===== src/rtl/bcd_pkg.sv =====
// Constants shared by the BCD conversion blocks: FSM encoding, digit limits
// and the reverse double-dabble correction values.
package bcd_pkg;

    typedef enum logic [1:0] {
        IDLE  = 2'd0,
        SHIFT = 2'd1,
        DONE  = 2'd2
    } state_t;

    localparam int DIGITS_DEF = 4;

    localparam logic [3:0] DIGIT_MAX  = 4'd9;
    localparam logic [3:0] ADJ_THRESH = 4'd8;
    localparam logic [3:0] ADJ_SUB    = 4'd3;

endpackage


===== src/rtl/bcd2bin_seq_if.sv =====
// Start/busy/done handshake bundle between BCD entry logic and the converter.
interface bcd2bin_seq_if #(
    parameter int BUS_WIDTH = 11,
    parameter int DIGITS    = bcd_pkg::DIGITS_DEF
);
    logic                  start;
    logic [4*DIGITS-1:0]   bcd;
    logic [BUS_WIDTH:0]    bin;
    logic                  busy;
    logic                  done;
    logic                  err;

    modport master (output start, bcd, input bin, busy, done, err);
    modport slave  (input start, bcd, output bin, busy, done, err);
endinterface


===== src/rtl/bcd_digit_adj.sv =====
// Reverse double-dabble correction for one BCD digit: values of 8 or more lose 3.
module bcd_digit_adj
    import bcd_pkg::*;
(
    input  logic [3:0] d,
    output logic [3:0] q
);
    assign q = (d >= ADJ_THRESH) ? (d - ADJ_SUB) : d;
endmodule


===== src/rtl/bcd2bin_seq.sv =====
// Sequential BCD-to-binary converter, one reverse double-dabble shift per cycle,
// with invalid-digit and output-overflow detection.
module bcd2bin_seq
    import bcd_pkg::*;
#(
    parameter int BUS_WIDTH = 11,
    parameter int DIGITS    = DIGITS_DEF
) (
    input  logic          clk,
    input  logic          rst_n,
    bcd2bin_seq_if.slave  bus
);
    localparam int AW = 4 * DIGITS;
    localparam int OW = BUS_WIDTH + 1;
    localparam int CW = (AW > 1) ? $clog2(AW) : 1;

    state_t          state, state_nxt;
    logic [AW-1:0]   bcd_r, acc, bcd_sh, bcd_adj;
    logic [CW-1:0]   cnt;
    logic            inv, in_bad, last, ovf;
    logic [OW-1:0]   res, bin_q;
    logic            err_q, done_q;

    always_comb begin
        in_bad = 1'b0;
        for (int i = 0; i < DIGITS; i++)
            if (bus.bcd[4*i +: 4] > DIGIT_MAX) in_bad = 1'b1;
    end

    assign last   = (cnt == CW'(AW - 1));
    assign bcd_sh = bcd_r >> 1;

    for (genvar g = 0; g < DIGITS; g++) begin : g_adj
        bcd_digit_adj u_adj (.d(bcd_sh[4*g +: 4]), .q(bcd_adj[4*g +: 4]));
    end

    // Only a narrower output can overflow; 4*DIGITS bits always hold the value.
    if (OW < AW) begin : g_ovf
        assign ovf = |acc[AW-1:OW];
    end else begin : g_no_ovf
        assign ovf = 1'b0;
    end
    assign res = OW'(acc);

    always_ff @(posedge clk or negedge rst_n) begin
        if (!rst_n) state <= IDLE;
        else        state <= state_nxt;
    end

    always_comb begin
        state_nxt = state;
        case (state)
            IDLE:    if (bus.start) state_nxt = in_bad ? DONE : SHIFT;
            SHIFT:   if (last) state_nxt = DONE;
            DONE:    state_nxt = IDLE;
            default: state_nxt = IDLE;
        endcase
    end

    always_comb begin
        bus.busy = (state == SHIFT) || (state == DONE);
    end

    always_ff @(posedge clk or negedge rst_n) begin
        if (!rst_n) begin
            bcd_r <= '0;
            acc   <= '0;
            cnt   <= '0;
            inv   <= 1'b0;
        end else if (state == IDLE && bus.start) begin
            bcd_r <= bus.bcd;
            acc   <= '0;
            cnt   <= '0;
            inv   <= in_bad;
        end else if (state == SHIFT) begin
            acc   <= {bcd_r[0], acc[AW-1:1]};
            bcd_r <= bcd_adj;
            cnt   <= cnt + 1'b1;
        end
    end

    always_ff @(posedge clk or negedge rst_n) begin
        if (!rst_n) begin
            bin_q  <= '0;
            err_q  <= 1'b0;
            done_q <= 1'b0;
        end else begin
            done_q <= (state == DONE);
            if (state == DONE) begin
                if (inv || ovf) begin
                    bin_q <= '0;
                    err_q <= 1'b1;
                end else begin
                    bin_q <= res;
                    err_q <= 1'b0;
                end
            end
        end
    end

    assign bus.bin  = bin_q;
    assign bus.err  = err_q;
    assign bus.done = done_q;
endmodule


===== src/flat_wrapper.sv =====
// flat-port wrapper written by rule: the top's interface ports become plain ports
module bcd2bin_seq_flat import bcd_pkg::*;
#(
    parameter int BUS_WIDTH = 11,
    parameter int DIGITS    = DIGITS_DEF
)
  (clk, rst_n, bus_start, bus_bcd, bus_bin, bus_busy, bus_done, bus_err);
  bcd2bin_seq_if #(.BUS_WIDTH(BUS_WIDTH), .DIGITS(DIGITS)) bus_i ();
  input  logic clk;
  input  logic rst_n;
  input wire logic [$bits(bus_i.start)-1:0] bus_start;
  input wire logic [$bits(bus_i.bcd)-1:0] bus_bcd;
  output wire logic [$bits(bus_i.bin)-1:0] bus_bin;
  output wire logic [$bits(bus_i.busy)-1:0] bus_busy;
  output wire logic [$bits(bus_i.done)-1:0] bus_done;
  output wire logic [$bits(bus_i.err)-1:0] bus_err;
  assign bus_i.start = bus_start;
  assign bus_i.bcd = bus_bcd;
  assign bus_bin = bus_i.bin;
  assign bus_busy = bus_i.busy;
  assign bus_done = bus_i.done;
  assign bus_err = bus_i.err;
  bcd2bin_seq #(.BUS_WIDTH(BUS_WIDTH), .DIGITS(DIGITS)) u_core (.clk(clk), .rst_n(rst_n), .bus(bus_i));
endmodule

===== config.mk =====
export PLATFORM = sky130hd
export DESIGN_NAME = bcd2bin_seq_flat
export DESIGN_NICKNAME = d
export VERILOG_FILES = /design/src/rtl/bcd_pkg.sv /design/src/rtl/bcd2bin_seq_if.sv /design/src/rtl/bcd_digit_adj.sv /design/src/rtl/bcd2bin_seq.sv /design/src/flat_wrapper.sv
export SDC_FILE = /design/constraint.sdc
export NUM_CORES = 1
export LEC_CHECK = 0
export ABC_CLOCK_PERIOD_IN_PS = 1800
export BUFFER_PORTS_ARGS = -buffer_cell sky130_fd_sc_hd__buf_4
export CAP_MARGIN = 0
export CORE_ASPECT_RATIO = 0.6
export CORE_MARGIN = 2
export CORE_UTILIZATION = 57
export CTS_CLUSTER_SIZE = 40
export DETAILED_ROUTE_END_ITERATION = 16
export PLACE_DENSITY = 0.79
export SYNTH_ARGS = -nofsm -noshare
export SYNTH_HDL_FRONTEND = slang
export SYNTH_SLANG_ARGS = --single-unit

===== constraint.sdc =====
create_clock -name clk -period 1.8 [get_ports clk]
set_input_delay 0.36 -clock clk [delete_from_list [all_inputs] [get_ports clk]]
set_output_delay 0.36 -clock clk [all_outputs]
set_load 0.1 [all_outputs]

==> flow_summary_export.csv, run 1 <==
group,metric,value,unit
run_status,outcome,"finished clean",
sta,setup_slack,92.2,ps
yosys,ys_seq_area_share,52.1,%
drt,first_pass_iters,5,
drt,drc,0,
place,io_buffers,33,
yosys,synth.most_common_cell,"dfrtp_1",
setup_path,cpMaxStageDelayCell,"dfrtp_1",
run,cap_violations,0,
drt,drt_iter0_drc,93,
layout,final_area,0.00294,sq mm
sta,setup_tns,0,ps
layout,multiInputGateArea,0.00107,sq mm
worst_hold_path,hp-class,"in -> async",
setup_path,crit_required,1440,ps
setup_path,critPathLaunchType,"flop",
sta,slew_violations,0,
setup_path,reg2reg_from,"u_core.state[1]",
clock_network,cts_tree,"built",
sta,hold_viol,0,
setup_path,critPathBufInv,2,
setup_path,cp.arrival,1350,ps
global_routing,antenna_found_initial,0,
yosys,ys_async_sr_fraction,100,%
clock_network,cts_buffer_depth,2,
yosys,synth_common_cells,"dfrtp_1, nor2_1, nand2_1",
layout,fin_cells,347,
clock_network,clk_pin_slew,80,ps
clock_network,cts_buffers,5,
sta,maxSlewHeadroom,57.1,%
yosys,synth_cell_types,30,
global_routing,grt_max_degree,54,
clock_network,clock-root-buffer,"clkbuf_8",
die,die_y,55.7,microns
pwr,intPower,2.22,mW
yosys,synth_nets,284,
clock_network,hold_buffers,0,
clock_network,cts_resized,0,
die,die_area,0.00503,sq mm
pwr,vdd_ir_drop_max,702,uV
setup_path,crit_path_start,"u_core.state[0]",
place,gp_congestion,0.766,
global_routing,grt_pass1_wl,7.96,mm
pwr,p_clk_share,16.2,%
yosys,synth_edf_count,0,
setup_path,crit_fanout,3,
die,fp.coreArea,0.00419,sq mm
sta,fmax,0.586,GHz
die,initial_core_util,60.7,%
sta,period_minus_slack,1710,ps
yosys,synthesis.area,0.00254,sq mm
yosys,yosysWarnings,0,
place,place_ws,145,ps
yosys,synthFlopType,"dfrtp_1",
layout,regArea,0.00133,sq mm
setup_path,endpoint_kind,"output pin",
clock_network,post_cts_buffers,0,
pwr,sw_frac_of_total,39.9,%
global_routing,grt.total_usage,19.7,%
sta,worst_slew_pin_slew,643,ps
setup_path,worst-setup-path-type,"reg -> out",
layout,final_layout_size_suffix_gt1_share,20.9,%
sta,setup_viol,0,
sta,clock_skew,4.48,ps
sta,rsz0062_at_grt,"false",
place,dp_hpwl,3.36,mm
layout,fin_nets,317,
layout,antenna_cells,0,
drt,totalWireLength,4.69,mm
global_routing,grt_remaining_overflow,0,
yosys,avgSynthCellArea,9.98,sq um
global_routing,grt_pass1_vias,1692,
layout,utilization,70.2,%
setup_path,max_stage_delay,400,ps
yosys,synth_cells,255,
yosys,yosys.area.top_type,"dfrtp_1",
layout,area_delta_synth_final,15.6,%
layout,fillers,332,
pwr,finalPower,3.70,mW
drt,wire_per_inst,13.5,microns
yosys,ys_ff_latch,53,
pwr,p_per_area,1260,mW/mm^2
die,dieWidth,90.2,microns
sta,hold_ws,92.5,ps
die,pin_count,34,
drt,post_drt_via_cell_ratio,5.23,
place,placed_cells,341,
drt,vias,1816,
clock_network,htree_levels,2,
drt,ant_nets,0,
setup_path,path_cells,"inv_1, ha_1, buf_4",
setup_path,critical-path-top-delay-family,"flip-flops",
pwr,p_switching,1.48,mW
pwr,sequentialPowerShare,44.5,%
yosys,synth_area_leaders,"dfrtp_1, mux2i_1, ha_1",
sta,timing.final.crit_share,94.9,%
pwr,pwr-share-comb,39.3,%
die,placementRows,18,
place,place_area,0.00287,sq mm
pwr,power_leakage,1.37,nW
clock_network,cts.sinks,53,
clock_network,clkLatencyLatePin,290,ps
yosys,synth_top_area_share,52.1,%
[flip-flops by register name (all words and copies together) (netlist names)]
register and flops:
u_core.acc 16, u_core.bcd_r 16, u_core.bus.bin 12, u_core.bus.done 1, u_core.bus.err 1, u_core.cnt 4
u_core.inv 1, u_core.state 2
[final cells by class]
cell class              count  share of cell area [%]
flip-flops and latches     53                    45.1
inverters                  21                    2.68
repair buffers             40                    10.6
clock buffers               5                    2.34
well taps                  60                    2.55
clock inverters             1                   0.170
multi-input cells         167                    36.5
[worst reg2reg max path, stage by stage, from the launching register on]
cell	delay (ps)
dfrtp_1	360
inv_1	90
ha_1	250
inv_2	190
a31oi_1	110
and2_1	200
a2111oi_0	360
[metal layers]
layer	GRT usage [%]	share of wire [%]	up-vias
met5	0	0	-
met4	3.08	0.77	0
met3	6.10	4.1	6
met2	29.1	43	41
met1	29.5	52	871
li1	-	-	898
[placed cells by master (no fill, tap or decap), types with 3 or more instances in the layout]
| cell type | count |
|---|---|
| ha_1 | 10 |
| mux2i_1 | 23 |
| clkbuf_8 | 5 |
| inv_1 | 20 |
| xnor2_1 | 7 |
| a21oi_1 | 12 |
| nand2_1 | 26 |
| o21ai_1 | 14 |
| o21ai_2 | 9 |
| nor2b_1 | 4 |
| nor2_1 | 32 |
| dfrtp_1 | 53 |
| buf_4 | 39 |
| a21o_1 | 3 |
| nor3_1 | 3 |
| o22ai_1 | 3 |
| o21ai_0 | 7 |
[worst paths after layout]
kind / to / slack [ps] / depth (start not counted)
setup / recovery: bus_busy / 90 / 3
hold / removal: u_core.bcd_r[12] / 90 / 1
setup reg to reg: u_core.state[1] / 110 / 6
hold reg to reg: u_core.bus.bin[0] / 500 / 2
max in group asynchronous: u_core.bcd_r[3] / 1280 / 1
min in group clk: u_core.bcd_r[6] / 270 / 2
[logic make-up after synthesis]
kind of cell	synth area share, %
xor+xnor	3.10
buf+inv	5.61
fa+ha+maj	4.92
flops	52.1
mux	9.05
simple gates	13.1
compound gates	12.1
[power by group through the flow]
stage / Clock (mW) / Sequential [mW] / Combinational [mW]
global placement: 0 / 1.66 / 1.42
floorplan: 0 / 1.77 / 0.999
global route: 0.678 / 1.68 / 1.60
finish: 0.599 / 1.65 / 1.46
detailed placement: 0 / 1.67 / 1.46
CTS: 0.614 / 1.64 / 1.47
(Power assumes the default switching activity.)
==> run 2: changes to the inputs <==
--- a/config.mk
+++ b/config.mk
@@ -13,7 +13,9 @@
 export CORE_UTILIZATION = 57
 export CTS_CLUSTER_SIZE = 40
 export DETAILED_ROUTE_END_ITERATION = 16
+export GPL_ROUTABILITY_DRIVEN = 0
 export PLACE_DENSITY = 0.79
+export RECOVER_POWER = 50
 export SYNTH_ARGS = -nofsm -noshare
 export SYNTH_HDL_FRONTEND = slang
 export SYNTH_SLANG_ARGS = --single-unit
==> run 2 against run 1 <==
- clock skew is essentially flat
- count of clock-buffer cells in the layout did not move
- worst setup slack better by 8.9 ps
- critical path depth unchanged
- non-clock buffer count did not move
- register-to-register slack about the same
==> flow_summary_export.csv, run 2 (synthesis gave the netlist of run 1 again) <==
group,metric,value,unit
drt,first_pass_iters,5,
sta,timing.final.crit_share,94.4,%
sta,maxSlewHeadroom,16.3,%
sta,setup_tns,0,ps
layout,area_delta_synth_final,14.8,%
run_status,outcome,"finished clean",
global_routing,grt.total_usage,19.7,%
setup_path,endpoint_kind,"output pin",
drt,drt_iter0_drc,88,
die,pin_count,34,
pwr,pwr-share-comb,38.9,%
pwr,p_switching,1.48,mW
die,die_area,0.00503,sq mm
clock_network,clkLatencyLatePin,290,ps
pwr,power_leakage,1.36,nW
layout,regArea,0.00133,sq mm
drt,highest_layer,"met4",
setup_path,crit_fanout,3,
sta,hold_viol,0,
global_routing,antenna_found_initial,0,
global_routing,grt_pass1_wl,7.96,mm
pwr,sw_frac_of_total,40.2,%
clock_network,clk_pin_slew,80,ps
sta,clock_skew,4.16,ps
layout,fillers,341,
drt,totalWireLength,4.66,mm
global_routing,grt_max_degree,54,
clock_network,cts.sinks,53,
setup_path,worst-setup-path-type,"reg -> out",
drt,met2_length,2.04,mm
clock_network,cts_buffers,5,
setup_path,critPathLaunchType,"flop",
pwr,finalPower,3.68,mW
clock_network,hold_buffers,0,
place,dp_hpwl,3.36,mm
sta,period_minus_slack,1700,ps
drt,wire_per_inst,13.4,microns
drt,wl_met3,164,microns
pwr,sequentialPowerShare,44.8,%
drt,wl_met1,2.44,mm
sta,worst_slew_pin_slew,1260,ps
sta,rsz0062_at_grt,"false",
clock_network,cts_buffer_depth,2,
sta,fmax,0.589,GHz
global_routing,grt_pass1_vias,1692,
sta,slew_violations,0,
layout,final_common_cell,"dfrtp_1",
clock_network,htree_levels,2,
layout,multiInputGateArea,0.00107,sq mm
clock_network,cts_resized,0,
layout,final_cell_mix,"dfrtp_1, nor2_1, buf_4",
die,initial_core_util,60.7,%
clock_network,clock-root-buffer,"clkbuf_8",
run,cap_violations,0,
die,die_y,55.7,microns
worst_hold_path,hp-class,"in -> reg",
layout,final_layout_size_suffix_gt1_share,20.6,%
setup_path,cp.arrival,1340,ps
clock_network,cts_tree,"built",
global_routing,grt_remaining_overflow,0,
pwr,vdd_ir_drop_max,699,uV
setup_path,rrSetupSlack,110,ps
drt,drc,0,
pwr,p_per_area,1260,mW/mm^2
drt,vias,1795,
drt,post_drt_via_cell_ratio,5.17,
sta,setup_viol,0,
die,dieWidth,90.2,microns
layout,fin_nets,317,
die,fp.coreArea,0.00419,sq mm
drt,ant_nets,0,
die,placementRows,18,
place,io_buffers,33,
pwr,p_clk_share,16.3,%
pwr,intPower,2.20,mW
setup_path,crit_required,1440,ps
layout,antenna_cells,0,
clock_network,post_cts_buffers,0,
-- run 2: path summary, 6_finish.rpt --
path | start | to | cells past startpoint
min reg2reg | u_core.acc[0] | u_core.bus.bin[0] | 2
max reg2reg | u_core.state[1] | u_core.state[1] | 6
max in group asynchronous | rst_n | u_core.bcd_r[3] | 1
min in group asynchronous | rst_n | u_core.bcd_r[12] | 1
min | bus_bcd[6] | u_core.bcd_r[6] | 2
max | u_core.state[0] | bus_busy | 3
-- run 2: power by group through the flow --
stage / logic (mW) / registers, mW / clock network (mW)
finish: 1.43 / 1.65 / 0.599
global route: 1.58 / 1.68 / 0.678
CTS: 1.47 / 1.64 / 0.614
detailed placement: 1.46 / 1.67 / 0
global placement: 1.42 / 1.66 / 0
floorplan: 0.999 / 1.77 / 0
-- run 2: critical path, cell delays in order, from the launching register on --
cell     delay (ps)
dfrtp_1         390
inv_1            90
ha_1            290
buf_4           280
-- run 2: through the flow --
stage / setup WS, ps / area (sq um) / hold slack (ps) / std cells / util, %
2_1_floorplan: 208 / 2540 / 64.4 / 255 / -
3_3_place_gp: 257 / 2870 / 435 / 341 / 68.5
3_5_place_dp: 145 / 2870 / 432 / 341 / 68.5
4_1_cts: 96.0 / 2940 / 107 / 347 / 70.2
5_1_grt: 10.7 / 2920 / 254 / 347 / 69.7
6_report: 101 / 2920 / 276 / 347 / 69.7
-- run 2: final cells by class --
class / instances / share of cell area (%)
clock buffer: 5 / 2.36
clock inverter: 1 / 0.171
inverter: 21 / 2.70
multi-input combinational: 167 / 36.8
sequential: 53 / 45.4
tap: 60 / 2.57
timing repair buffer: 40 / 9.98
-- run 2: routing by layer --
| metal | track usage [%] | vias up |
|---|---|---|
| li1 | - | 897 |
| met1 | 29.5 | 862 |
| met5 | 0 | - |
| met2 | 29.1 | 32 |
| met4 | 3.08 | 0 |
| met3 | 6.10 | 4 |
==> run 3: changes to the inputs <==
--- a/config.mk
+++ b/config.mk
@@ -18,4 +18,5 @@
 export RECOVER_POWER = 50
 export SYNTH_ARGS = -nofsm -noshare
 export SYNTH_HDL_FRONTEND = slang
+export SYNTH_HIERARCHICAL = 1
 export SYNTH_SLANG_ARGS = --single-unit
==> run 3 against run 2 <==
- register-to-register slack gained 110 ps
- area after synthesis grew 2.1%
- power grew 5.3%
- synthesized cell count shrank 5.1%
- hold slack lost 18 ps
- combinational power grew 3%
- maximum frequency shrank 1.1%
- worst setup slack lost 18 ps
- non-clock buffer count grew 2
==> flow_summary_export.csv, run 3 <==
group,metric,value,unit
run_status,outcome,"finished clean",
yosys,synth_area_leaders,"dfrtp_1, mux2i_1, ha_1",
global_routing,grt_pass1_vias,1760,
sta,worst_slew_pin_slew,1270,ps
worst_hold_path,hp-class,"in -> reg",
pwr,pwr-share-comb,37.9,%
yosys,synth_top_area_share,51.1,%
yosys,synthFlopType,"dfrtp_1",
die,fp.coreArea,0.00423,sq mm
layout,final_layout_size_suffix_gt1_share,22.3,%
layout,fillers,332,
clock_network,htree_levels,2,
yosys,avgSynthCellArea,10.7,sq um
yosys,synth_cells,242,
pwr,p_per_area,1270,mW/mm^2
drt,first_pass_iters,4,
pwr,power_leakage,1.42,nW
clock_network,clk_pin_slew,100,ps
setup_path,crit_required,1440,ps
sta,clock_skew,9.35,ps
sta,slew_violations,0,
layout,final_cell_mix,"dfrtp_1, mux2i_1, buf_4",
global_routing,grt_max_degree,54,
layout,area_delta_synth_final,17.6,%
yosys,muxShareOfSynthArea,13.2,%
sta,timing.final.crit_share,95.4,%
sta,period_minus_slack,1720,ps
setup_path,critPathLaunchType,"flop",
layout,antenna_cells,0,
yosys,ys_seq_area_share,51.1,%
yosys,synth_edf_count,0,
clock_network,cts_buffer_depth,2,
setup_path,worst-setup-path-type,"reg -> out",
drt,post_drt_via_cell_ratio,5.29,
sta,hold_ws,258,ps
clock_network,cts.sinks,53,
drt,ant_nets,0,
die,die_area,0.00513,sq mm
yosys,synth_cell_types,26,
setup_path,cp.arrival,1360,ps
yosys,ys_ff_latch,53,
yosys,synth-simple-area-share,11.1,%
run,cap_violations,0,
die,pin_count,34,
place,dp_hpwl,3.53,mm
global_routing,grt_remaining_overflow,0,
yosys,synth_xor_area_share,3.71,%
layout,final_common_cell,"dfrtp_1",
clock_network,cts_buffers,5,
yosys,ys_async_sr_fraction,100,%
yosys,synth_top_family_by_area,"multiplexers",
yosys,synthesis.area,0.00260,sq mm
die,dieWidth,91.2,microns
setup_path,crit_fanout,4,
sta,rsz0062_at_grt,"false",
sta,setup_viol,0,
global_routing,grt_pass1_wl,8.31,mm
setup_path,endpoint_kind,"output pin",
yosys,synth_common_cells,"dfrtp_1, mux2i_1, o21ai_0",
sta,maxSlewHeadroom,15.6,%
global_routing,antenna_found_initial,0,
sta,fmax,0.582,GHz
die,placementRows,18,
yosys,yosysWarnings,6,
yosys,synth-compound-area-share,11.0,%
drt,drt_iter0_drc,76,
pwr,sequentialPowerShare,43.6,%
yosys,yosys.area.top_type,"dfrtp_1",
clock_network,cts_tree,"built",
pwr,intPower,2.32,mW
pwr,vdd_ir_drop_max,532,uV
clock_network,post_cts_buffers,0,
drt,wire_per_inst,14.5,microns
die,initial_core_util,61.3,%
sta,hold_viol,0,
drt,totalWireLength,4.99,mm
place,io_buffers,33,
pwr,p_clk_share,18.5,%
layout,fin_nets,313,
global_routing,grt.total_usage,20.6,%
pwr,finalPower,3.87,mW
pwr,p_switching,1.55,mW
die,die_y,56.3,microns
sta,setup_tns,0,ps
clock_network,clkLatencyLatePin,310,ps
yosys,synth_adder_area_share,5.78,%
drt,vias,1814,
clock_network,clock-root-buffer,"clkbuf_8",
pwr,sw_frac_of_total,40.0,%
drt,drc,0,
yosys,synth.most_common_cell,"dfrtp_1",
run 3: area by class of cell:
type | count | area, sq um | share of cell area (%)
clock inverters | 2 | 17.5 | 0.573
flip-flops and latches | 53 | 1330 | 43.4
inverters | 12 | 45.0 | 1.47
repair buffers | 42 | 327 | 10.7
clock buffers | 6 | 82.6 | 2.70
multi-input cells | 168 | 1180 | 38.7
well taps | 60 | 75.1 | 2.46
run 3: power groups by stage:
| stage | Sequential, mW | Combinational [mW] | Clock, mW |
|---|---|---|---|
| floorplan | 1.75 | 0.989 | 0 |
| global placement | 1.69 | 1.38 | 0 |
| detailed placement | 1.70 | 1.44 | 0 |
| CTS | 1.68 | 1.46 | 0.721 |
| global route | 1.73 | 1.65 | 0.779 |
| finish | 1.69 | 1.47 | 0.716 |
run 3: layer usage:
layer  track usage, %  vias up  share of wire (%)
met2             32.8       30                 46
met4             4.98        0               0.54
li1                 -      892                  -
met3             4.56        4                3.3
met1             29.2      888                 50
met5                0        -                  0
run 3: logic make-up (layout without fill, tap and decap cells):
logic type,count (synthesis),in the layout
fa+ha+maj,12,12
xor+xnor,11,11
flops,53,53
mux,34,34
compound gates,44,44
buf+inv,25,62
simple gates,62,62
other cells,1,5
run 3: worst paths after layout:
check | startpoint | to | slack (ps) | cells past startpoint
max | u_core/state[1] | bus_busy | 80 | 3
min | bus_bcd[12] | u_core/bcd_r[12] | 260 | 3
max reg2reg | u_core/state[1] | u_core/cnt[3] | 220 | 6
min reg2reg | u_core/acc[0] | u_core/bus.bin[0] | 510 | 1
max in group asynchronous | rst_n | u_core/bcd_r[4] | 720 | 1
min in group asynchronous | rst_n | u_core/bus.bin[1] | 310 | 1
run 3: through the flow:
stage                     instance area, sq um  worst slack (ps)  instances  util [%]
after floorplan                           2610               207        246         -
after global placement                    2970               348        335      70.1
after detailed placement                  2970               271        335      70.1
after CTS                                 3070              31.9        343      72.5
after global routing                      3060              44.3        343      72.2
final                                     3060              82.6        343      72.2
run 3: worst max-delay path, cell delays in order, from the launching register on:
cell     delay [ps]
dfrtp_1         380
inv_1           100
ha_1            340
buf_6           230
run 3: repair_timing:
| item | CTS | global route |
|---|---|---|
| hold buffers | 0 | 0 |
| resized for setup | 0 | 1 |
| endpoints found under the setup margin | 0 | 1 |
